`src/rtl/seg7_pkg.sv`:
```
// Shared font, rotation and digit-select helpers for the multiplexed 7-segment driver.
// Segment patterns are {g,f,e,d,c,b,a}, active-low.
package seg7_pkg;

  localparam logic [6:0] SEG_BLANK = 7'b1111111;
  localparam logic [6:0] SEG_DASH  = 7'b0111111;

  function automatic logic [6:0] seg7_font(input logic [3:0] digit);
    logic [6:0] pat;
    case (digit)
      4'd0:    pat = 7'b1000000;
      4'd1:    pat = 7'b1111001;
      4'd2:    pat = 7'b0100100;
      4'd3:    pat = 7'b0110000;
      4'd4:    pat = 7'b0011001;
      4'd5:    pat = 7'b0010010;
      4'd6:    pat = 7'b0000010;
      4'd7:    pat = 7'b1111000;
      4'd8:    pat = 7'b0000000;
      4'd9:    pat = 7'b0010000;
      default: pat = SEG_BLANK;
    endcase
    return pat;
  endfunction

  // 180-degree rotation swaps a<->d, b<->e, c<->f and leaves g alone.
  function automatic logic [6:0] seg7_flip(input logic [6:0] pat);
    return {pat[6], pat[2], pat[1], pat[0], pat[5], pat[4], pat[3]};
  endfunction

  function automatic logic [7:0] seg7_onecold(input logic [2:0] idx);
    return ~(8'b1 << idx);
  endfunction

endpackage

```
`src/rtl/bin2bcd_seq.sv`:
```
// Sequential shift-add-3 binary to BCD converter, one input bit per cycle, MSB first.
// Any carry out of the top BCD nibble marks the value as too large for DIGITS digits.
module bin2bcd_seq #(
  parameter int WIDTH  = 16,
  parameter int DIGITS = 8
) (
  input  logic                  clk,
  input  logic                  rst,
  input  logic                  start,
  input  logic [WIDTH-1:0]      bin,
  output logic                  busy,
  output logic                  done,
  output logic [4*DIGITS-1:0]   bcd,
  output logic                  ovf
);
  import seg7_pkg::*;

  localparam int CW = $clog2(WIDTH + 1);

  logic                busy_q, busy_d;
  logic [CW-1:0]       cnt_q, cnt_d;
  logic [WIDTH-1:0]    sh_q, sh_d;
  logic [4*DIGITS-1:0] bcd_q, bcd_d, adj;
  logic                ovf_q, ovf_d;

  assign done = busy_q && (cnt_q == CW'(WIDTH));

  always_comb begin
    adj    = bcd_q;
    busy_d = busy_q;
    cnt_d  = cnt_q;
    sh_d   = sh_q;
    bcd_d  = bcd_q;
    ovf_d  = ovf_q;
    for (int i = 0; i < DIGITS; i++) begin
      if (adj[4*i +: 4] >= 4'd5) adj[4*i +: 4] = adj[4*i +: 4] + 4'd3;
    end
    if (!busy_q) begin
      if (start) begin
        busy_d = 1'b1;
        cnt_d  = '0;
        sh_d   = bin;
        bcd_d  = '0;
        ovf_d  = 1'b0;
      end
    end else if (done) begin
      busy_d = 1'b0;
    end else begin
      bcd_d = {adj[4*DIGITS-2:0], sh_q[WIDTH-1]};
      ovf_d = ovf_q | adj[4*DIGITS-1];
      sh_d  = sh_q << 1;
      cnt_d = cnt_q + 1'b1;
    end
  end

  always_ff @(posedge clk) begin
    if (rst) begin
      busy_q <= 1'b0;
      cnt_q  <= '0;
      sh_q   <= '0;
      bcd_q  <= '0;
      ovf_q  <= 1'b0;
    end else begin
      busy_q <= busy_d;
      cnt_q  <= cnt_d;
      sh_q   <= sh_d;
      bcd_q  <= bcd_d;
      ovf_q  <= ovf_d;
    end
  end

  assign busy = busy_q;
  assign bcd  = bcd_q;
  assign ovf  = ovf_q;

endmodule

```
`src/rtl/seg7_scan_bcd.sv`:
```
// Multiplexed 7-segment driver: loads a binary value through the BCD converter, then scans
// the digits with blanking, rotation and overflow dashes; an and seg are registered together.
module seg7_scan_bcd #(
  parameter int DIGITS   = 8,
  parameter int WIDTH    = 16,
  parameter int SCAN_DIV = 100000
) (
  input  logic              clk,
  input  logic              rst,
  input  logic [WIDTH-1:0]  val,
  input  logic              val_load,
  input  logic              blank_lz,
  input  logic [DIGITS-1:0] flip_mask,
  output logic              busy,
  output logic              ovf,
  output logic [6:0]        seg,
  output logic [DIGITS-1:0] an
);
  import seg7_pkg::*;

  localparam int DW = (SCAN_DIV > 1) ? $clog2(SCAN_DIV) : 1;
  localparam int IW = (DIGITS > 1) ? $clog2(DIGITS) : 1;

  logic                conv_done, conv_ovf;
  logic [4*DIGITS-1:0] conv_bcd;

  bin2bcd_seq #(.WIDTH(WIDTH), .DIGITS(DIGITS)) u_conv (
    .clk   (clk),
    .rst   (rst),
    .start (val_load),
    .bin   (val),
    .busy  (busy),
    .done  (conv_done),
    .bcd   (conv_bcd),
    .ovf   (conv_ovf)
  );

  logic [4*DIGITS-1:0] disp_q, disp_d;
  logic                ovf_q, ovf_d;
  logic [DW-1:0]       div_q, div_d;
  logic [IW-1:0]       idx_q, idx_d;
  logic [6:0]          seg_q, seg_d;
  logic [DIGITS-1:0]   an_q, an_d, lz;
  logic [3:0]          nib;
  logic [7:0]          an_all;
  logic                zero_above, tc;

  assign tc     = (div_q == DW'(SCAN_DIV - 1));
  assign an_all = seg7_onecold(3'(idx_q));

  always_comb begin
    disp_d     = conv_done ? conv_bcd : disp_q;
    ovf_d      = conv_done ? conv_ovf : ovf_q;
    div_d      = tc ? '0 : div_q + 1'b1;
    idx_d      = idx_q;
    nib        = '0;
    lz         = '0;
    zero_above = 1'b1;
    if (tc) idx_d = (idx_q == IW'(DIGITS - 1)) ? '0 : idx_q + 1'b1;
    // A digit may blank only if it and every digit above it are zero; digit 0 never blanks.
    for (int i = DIGITS - 1; i >= 0; i--) begin
      zero_above = zero_above && (disp_q[4*i +: 4] == 4'd0);
      lz[i]      = zero_above && (i != 0);
      if (idx_q == IW'(i)) nib = disp_q[4*i +: 4];
    end
    if (ovf_q)                         seg_d = SEG_DASH;
    else if (blank_lz && lz[idx_q])    seg_d = SEG_BLANK;
    else if (flip_mask[idx_q])         seg_d = seg7_flip(seg7_font(nib));
    else                               seg_d = seg7_font(nib);
    an_d = an_all[DIGITS-1:0];
  end

  always_ff @(posedge clk) begin
    if (rst) begin
      disp_q <= '0;
      ovf_q  <= 1'b0;
      div_q  <= '0;
      idx_q  <= '0;
      seg_q  <= SEG_BLANK;
      an_q   <= '1;
    end else begin
      disp_q <= disp_d;
      ovf_q  <= ovf_d;
      div_q  <= div_d;
      idx_q  <= idx_d;
      seg_q  <= seg_d;
      an_q   <= an_d;
    end
  end

  assign ovf = ovf_q;
  assign seg = seg_q;
  assign an  = an_q;

endmodule

```
`config.mk`:
```
export PLATFORM = sky130hd
export DESIGN_NAME = seg7_scan_bcd
export DESIGN_NICKNAME = d
export VERILOG_FILES = /design/src/rtl/seg7_pkg.sv /design/src/rtl/bin2bcd_seq.sv /design/src/rtl/seg7_scan_bcd.sv
export SDC_FILE = /design/constraint.sdc
export NUM_CORES = 1
export LEC_CHECK = 0
export ABC_CLOCK_PERIOD_IN_PS = 3180
export CAP_MARGIN = 20
export CORE_ASPECT_RATIO = 1.25
export CORE_MARGIN = 5
export CORE_UTILIZATION = 41
export CTS_CLUSTER_SIZE = 16
export DETAILED_ROUTE_END_ITERATION = 8
export GPL_ROUTABILITY_DRIVEN = 0
export PLACE_DENSITY = 0.66
export SLEW_MARGIN = 20
export SYNTH_ARGS = -nofsm -noshare
export SYNTH_HDL_FRONTEND = slang
export SYNTH_SLANG_ARGS = --single-unit
```
`constraint.sdc`:
```
create_clock -name clk -period 3.18 [get_ports clk]
set_input_delay 0.477 -clock clk [delete_from_list [all_inputs] [get_ports clk]]
set_output_delay 0.477 -clock clk [all_outputs]
set_load 0.02 [all_outputs]
```
==> summary.txt, run 1 <==
STA
  • Min Tclk post-route: approximately 2.9 ns
  • FMAX: around 340 MHz
  • Final period utilization: 91.5%
  • Worst Max-Slew Pin Slew: between 0.8 and 0.9 ns
  • Final setup violation count: 0
  • Count of pins over their slew limit: 0
  • Worst relative slew slack: between 40% and 50%
  • Final Hold Viols: 0
  • Setup TNS: 0 ns
  • Setup skew after layout: a little under 0.008 ns
  • Unrepaired setup endpoints after global routing: false
  • Hold_ws: 0.331 ns

CTS
  • Clock buffer count from CTS: 17
  • Clock Latency Late Sink: between 0.4 and 0.5 ns
  • Deepest clock path buffer count: 2
  • Clock root buffer: clkbuf_16
  • H-tree level count: 4
  • Worst-path clk slew: ~0.060 ns
  • CTS Sinks: 123
  • Post-CTS setup buffers: 0
  • CTS tree: yes

Power and ir drop
  • P per Cell Area: roughly 520 mW/mm^2
  • Clock group share of total power: 52.1%
  • Reg power frac: between 40 and 50%
  • Peak supply drop: 0.315 mV
  • Sw power: 802 uW
  • Internal: approximately 2900 uW
  • Gate power share: about 5%
  • Sw Ratio: 21.6%
  • Leak: 0.00262 uW

Place
  • Port Buf Inserts: 44
  • HPWL after DPL: between 9000 and 10,000 um
  • DP Area: ~0.0065 mm^2

Yosys
  • Post-synth EDFFs: 0
  • Sequential share of the synthesized area: a little over two fifths
  • Syn Inst Count: approximately 710
  • Distinct cells, synth: 53
  • Cell area after synthesis: between 0.005 and 0.006 mm^2
  • Area leader, netlist: dfxtp_1
  • Post-synth top flop: dfxtp_1
  • Yosys warns: 0
  • Synthesized Nets: 772
  • Main area contributors after synthesis: dfxtp_1 42%, nand2_1 7.7%, ha_1 6.4%
  • Yosys reg bits: around 120
  • Top cells by count, synth: 123 x dfxtp_1, 121 x nand2_1, 77 x nor2_1, 69 x a21oi_1
  • Asr flop ratio synth: 0%
  • Syn avg cell area: just over 8 um^2
  • Most frequent cell after synthesis: dfxtp_1
  • Post-synth top area share: around two fifths

Worst setup path
  • Max stage delay on crit path: 0.52 ns
  • Critical path cell sequence: ha_1 > nor2b_1 > o22ai_1 > nor2_1 > o2bb2ai_1 > inv_1 > ha_1 > mux2i_1 > mux2i_1 > a211o_1
  • Bufs and invs on worst path: 1
  • Critical Path RT: about 3.5 ns
  • Critical path class: reg2reg
  • Slowest stage cell, crit path: ha_1
  • Critical Path Fanout Max: 14
  • CP top delay family: adder cells
  • Worst setup EP type: flip-flop
  • Setup crit start kind: flip-flop
  • WP data arrival: between 3 and 4 ns

Status
  • Status: complete, no violations

Die
  • Initial core utilization: around two fifths
  • I/O Pins: 45
  • Total die area: 0.0169 mm^2
  • Core area: ~0.014 mm^2
  • Site Rows: between 40 and 50
  • Die Width: approximately 120 um
  • Die Ht: ~140 um

Finish
  • Fraction of layout instances using a drive strength above 1: around 8%
  • Fin nets: ~800
  • Inserted Diodes: 0
  • Final instance area: roughly 0.0071 mm^2
  • Area growth, synth to finish: 20.6%
  • Layout fillers: about 1,400

Detailed routing
  • DRC: 0
  • Average via count per standard cell: 5.48
  • Iteration-0 DRC Markers: between 200 and 300
  • DR WL/cell: approximately 14 um
  • Drt total wl: between 10,000 and 15,000 um
  • Drt first pass iters: 5
  • Antenna Nets Post-Route: 0
  • Vias: a little over 5,000

GRT
  • Initial antenna violation count: 0
  • Vias in the first global route: just over 5,000
  • Largest net degree at the start of global routing: 39
  • GRT Resource Usage Total: about 17%
  • Aggregate global routing overflow: 0
  • First-pass GRT wire length: 23,500 um

Flow run
  • Max-cap violations: 0

Worst hold path
  • HP Class: in2reg
[routing by layer]
layer	vias to the layer above	track usage [%]	share of wire, %
met5	-	0	0
met4	0	8.61	2.9
met3	37	5.48	5.3
met2	144	27.9	48
met1	2453	19.0	44
li1	2547	-	-
[layout make-up]
class / count / area [um^2] / share of cell area, %
multi-input cells: 525 / 3190 / 44.8
flip-flops and latches: 123 / 2460 / 34.6
repair buffers: 57 / 533 / 7.48
clock buffers: 21 / 450 / 6.32
well taps: 178 / 223 / 3.13
clock inverters: 10 / 144 / 2.02
inverters: 31 / 116 / 1.63
[worst register-to-register path: cells and delay by family, from the launching register on]
kind	cells	cell delay, ns
buffers and inverters	1	0.15
muxes	2	0.27
AOI/OAI and AO/OA	3	0.70
DFF	1	0.49
and+or+nand+nor	2	0.46
adders and majority gates	2	0.74
[placed cells by master, fill, tap and decap left out, types with 4 or more instances in the layout]
master / n
dfxtp_1: 122
nand2_1: 121
nor2_1: 76
a21oi_1: 69
clkdlybuf4s50_1: 43
inv_1: 30
ha_1: 29
o21ai_0: 28
xor2_1: 22
nand3_1: 21
mux2i_1: 20
clkbuf_16: 17
a211oi_1: 16
buf_4: 13
nand2b_1: 12
o22ai_1: 11
xnor2_1: 11
nor4_1: 8
o31ai_1: 8
a32o_1: 8
nand4_1: 7
nand3b_1: 5
clkinv_4: 5
and3_1: 4
[power by group through the flow]
stage / clock, uW / combinational (uW) / sequential [uW]
after floorplan: 0 / 107 / 1630
after global placement: 0 / 182 / 1620
after detailed placement: 0 / 187 / 1620
after CTS: 1970 / 188 / 1590
after global routing: 2040 / 204 / 1590
final: 1930 / 187 / 1590
[kinds of logic after synthesis]
family                   count (synthesis)  synth area share, %
AO/OA/AOI/OAI                          163                 17.0
XOR/XNOR                                33                 4.89
adder cells (fa/ha/maj)                 30                 6.36
buffers and inverters                   66                 4.49
flip-flops                             123                 41.7
multiplexers                            24                 4.53
AND/OR/NAND/NOR                        275                 21.0
[final timing paths]
check             startpoint              to  slack, ns  depth (start not counted)
setup reg to reg    idx_q[1]          seg[2]       0.27                         10
hold reg to reg    disp_q[1]       disp_q[1]       0.47                          2
setup / recovery    idx_q[1]          seg[2]       0.27                         10
hold / removal           rst  u_conv.bcd[16]       0.33                          2
[registers in the layout, summed over array words and instances, names as in the netlist]
signal        flops
div_q            17
u_conv.bcd       32
seg               7
an                8
u_conv.sh_q      16
ovf               1
u_conv.ovf        1
u_conv.cnt_q      5
u_conv.busy       1
disp_q           32
idx_q             3
[timing repair]
item | 4_1_cts | 5_1_grt
setup endpoints to repair | 0 | 3
hold buffers | 0 | 0
resized for setup | 0 | 4
[stage by stage]
step | total power [uW] | utilization, % | worst slack (ns) | cells
floorplan | 1730 | - | 0.345 | 714
global placement | 1810 | 45.6 | 0.321 | 914
detailed placement | 1810 | 45.6 | 0.187 | 914
CTS | 3750 | 49.8 | 0.176 | 945
global route | 3840 | 49.9 | 0.0471 | 945
finish | 3710 | 49.9 | 0.270 | 945
Note: power is estimated with default switching activity, not from simulation.
==> inputs of run 2 (changes only) <==
--- a/config.mk
+++ b/config.mk
@@ -14,6 +14,7 @@
 export DETAILED_ROUTE_END_ITERATION = 8
 export GPL_ROUTABILITY_DRIVEN = 0
 export PLACE_DENSITY = 0.66
+export REMOVE_ABC_BUFFERS = 1
 export SLEW_MARGIN = 20
 export SYNTH_ARGS = -nofsm -noshare
 export SYNTH_HDL_FRONTEND = slang
==> summary.txt, run 2 (synthesis results as in run 1) <==
Status
  • Status: complete, no violations

Die
  • Total die area: 0.0169 mm^2 (unchanged)
  • Site Rows: 49 (unchanged)
  • Die Width: 117 um (unchanged)
  • Initial core utilization: 41.3% (unchanged)
  • I/O Pins: 45 (unchanged)
  • Die Ht: 144 um (unchanged)
  • Core area: 0.0143 mm^2 (unchanged)

STA
  • Hold_ws: 0.464 ns (+0.132 ns)
  • Worst Max-Slew Pin Slew: 0.864 ns (+0.0281 ns)
  • Setup TNS: 0 ns (unchanged)
  • Final period utilization: 93.9% (+2.4 points)
  • Worst relative slew slack: 42.4% (-1.9 points)
  • Min Tclk post-route: 2.99 ns (+0.0764 ns)
  • Unrepaired setup endpoints after global routing: false
  • Final Hold Viols: 0 (unchanged)
  • Final setup violation count: 0 (unchanged)
  • FMAX: 335 MHz (-2.6%)
  • Count of pins over their slew limit: 0 (unchanged)
  • Setup skew after layout: 0.00615 ns (-0.00170 ns)
  • Final worst slack: 0.194 ns (-0.0764 ns)

Detailed routing
  • Drt first pass iters: 5 (unchanged)
  • DR WL/cell: 14.5 um (about the same)
  • Antenna Nets Post-Route: 0 (unchanged)
  • Iteration-0 DRC Markers: 387 (+32%)
  • Drt total wl: 13,700 um (about the same)
  • Vias: 5,090 (-1.8%)
  • Average via count per standard cell: 5.39 (-1.7%)
  • DRC: 0 (unchanged)

Worst setup path
  • Worst setup EP type: flip-flop
  • Setup crit start kind: flip-flop
  • Max stage delay on crit path: 0.40 ns (-0.12 ns)
  • CP top delay family: compound AO/OA/AOI/OAI gates
  • Critical Path Fanout Max: 9 (-5)
  • Bufs and invs on worst path: 1 (unchanged)
  • Critical path cell sequence: ha_1 > ha_1 > nor3b_1 > a31oi_1 > a31o_2 > a22oi_1 > inv_1 > ha_1 > mux2i_1 > mux2i_1 > a211o_1
  • Critical path class: reg2reg
  • Slowest stage cell, crit path: dfxtp_1
  • Most frequent CP cell: ha_1
  • Critical Path RT: 3.48 ns (about the same)
  • WP data arrival: 3.29 ns (+0.07 ns)

CTS
  • Clock buffer count from CTS: 17 (unchanged)
  • Post-CTS setup buffers: 0 (unchanged)
  • CTS Sinks: 123 (unchanged)
  • Clock Latency Late Sink: 0.41 ns (about the same)
  • Number of hold buffers added after CTS: 0 (unchanged)
  • Deepest clock path buffer count: 2 (unchanged)
  • Worst-path clk slew: 0.05 ns (about the same)
  • Clock root buffer: clkbuf_16
  • H-tree level count: 4 (unchanged)
  • CTS tree: yes

Power and ir drop
  • Leak: 0.00265 uW (+0.95%)
  • Total power: 3920 uW (+5.7%)
  • Peak supply drop: 0.354 mV (+12%)
  • P per Cell Area: 547 mW/mm^2 (+4.9%)

GRT
  • GRT Resource Usage Total: 16.7% (+0.055 points)
  • Vias in the first global route: 5,055 (-0.88%)
  • M3 GR Usage: 5.01% (-0.47 points)
  • Met1 usage in global routing: 19.5% (+0.48 points)
  • GR Layer Usage met2: 29.3% (+1.3 points)
  • First-pass GRT wire length: 23,500 um (+0.23%)
  • Global routing's busiest layer: met2
  • Initial antenna violation count: 0 (unchanged)
  • Aggregate global routing overflow: 0 (unchanged)
  • Largest net degree at the start of global routing: 38 (-2.6%)

Finish
  • Most frequent standard cell in the layout excluding fill and tap cells: dfxtp_1
  • Post-Layout Cell Count: 944 (-0.11%)
  • Fin nets: 812 (-0.12%)
  • Inserted Diodes: 0 (unchanged)
  • Most frequent cells in the layout: 122 x dfxtp_1, 121 x nand2_1, 76 x nor2_1
  • Fraction of layout instances using a drive strength above 1: 7.83% (+0.010 points)
  • Area growth, synth to finish: 21.5%

Worst hold path
  • HP Class: reg2reg

Flow run
  • Max-cap violations: 0 (unchanged)

Place
  • Placed cells: 913 (-0.11%)
  • HPWL after DPL: 9680 um (-0.50%)
  • Port Buf Inserts: 44 (unchanged)
  • DP Worst Slack: 0.141 ns (-0.0458 ns)
-- run 2: worst register-to-register path: cells and delay by family (launching register included) --
| kind | cells | cell delay (ns) |
|---|---|---|
| AOI/OAI and AO/OA | 4 | 0.94 |
| adders and majority gates | 3 | 0.74 |
| DFF | 1 | 0.40 |
| and+or+nand+nor | 1 | 0.35 |
| muxes | 2 | 0.31 |
| buffers and inverters | 1 | 0.13 |
-- run 2: path summary, 6_finish.rpt --
path                                 from  slack (ns)  depth (start not counted)        end
worst max-delay path             idx_q[1]        0.19                         11     seg[2]
worst min-delay path            disp_q[0]        0.46                          2  disp_q[0]
worst max register to register   idx_q[1]        0.19                         11     seg[2]
worst min register to register  disp_q[0]        0.46                          2  disp_q[0]
-- run 2: power by group --
part | switching (uW) | leakage, uW | internal, uW
Clock | 664 | 0.000323 | 1480
Combinational | 99.8 | 0.00133 | 84.8
Sequential | 19.2 | 0.000999 | 1570
-- run 2: per-layer routing --
metal,routed length [um],vias to the layer above
met5,0,-
met1,6080,2388
li1,-,2546
met3,643,21
met4,201,0
met2,6750,135
-- run 2: layout make-up --
class | count | area [um^2]
Clock inverter | 12 | 220
Fill cell | 1355 | 7110
Clock buffer | 19 | 443
Sequential cell | 123 | 2460
Tap cell | 178 | 223
Inverter | 31 | 116
Multi-Input combinational cell | 525 | 3180
Timing Repair Buffer | 56 | 526
-- run 2: metrics by stage --
stage | util, % | cell area (um^2)
after floorplan | - | 5760
after detailed placement | 45.5 | 6510
after global routing | 50.2 | 7180
final | 50.2 | 7180
after CTS | 50.2 | 7170
after global placement | 45.5 | 6510
-- run 2: timing repair --
item	4_1_cts	5_1_grt
endpoints found under the setup margin	0	2
gates resized for setup	0	3
endpoints found under the hold margin	0	0
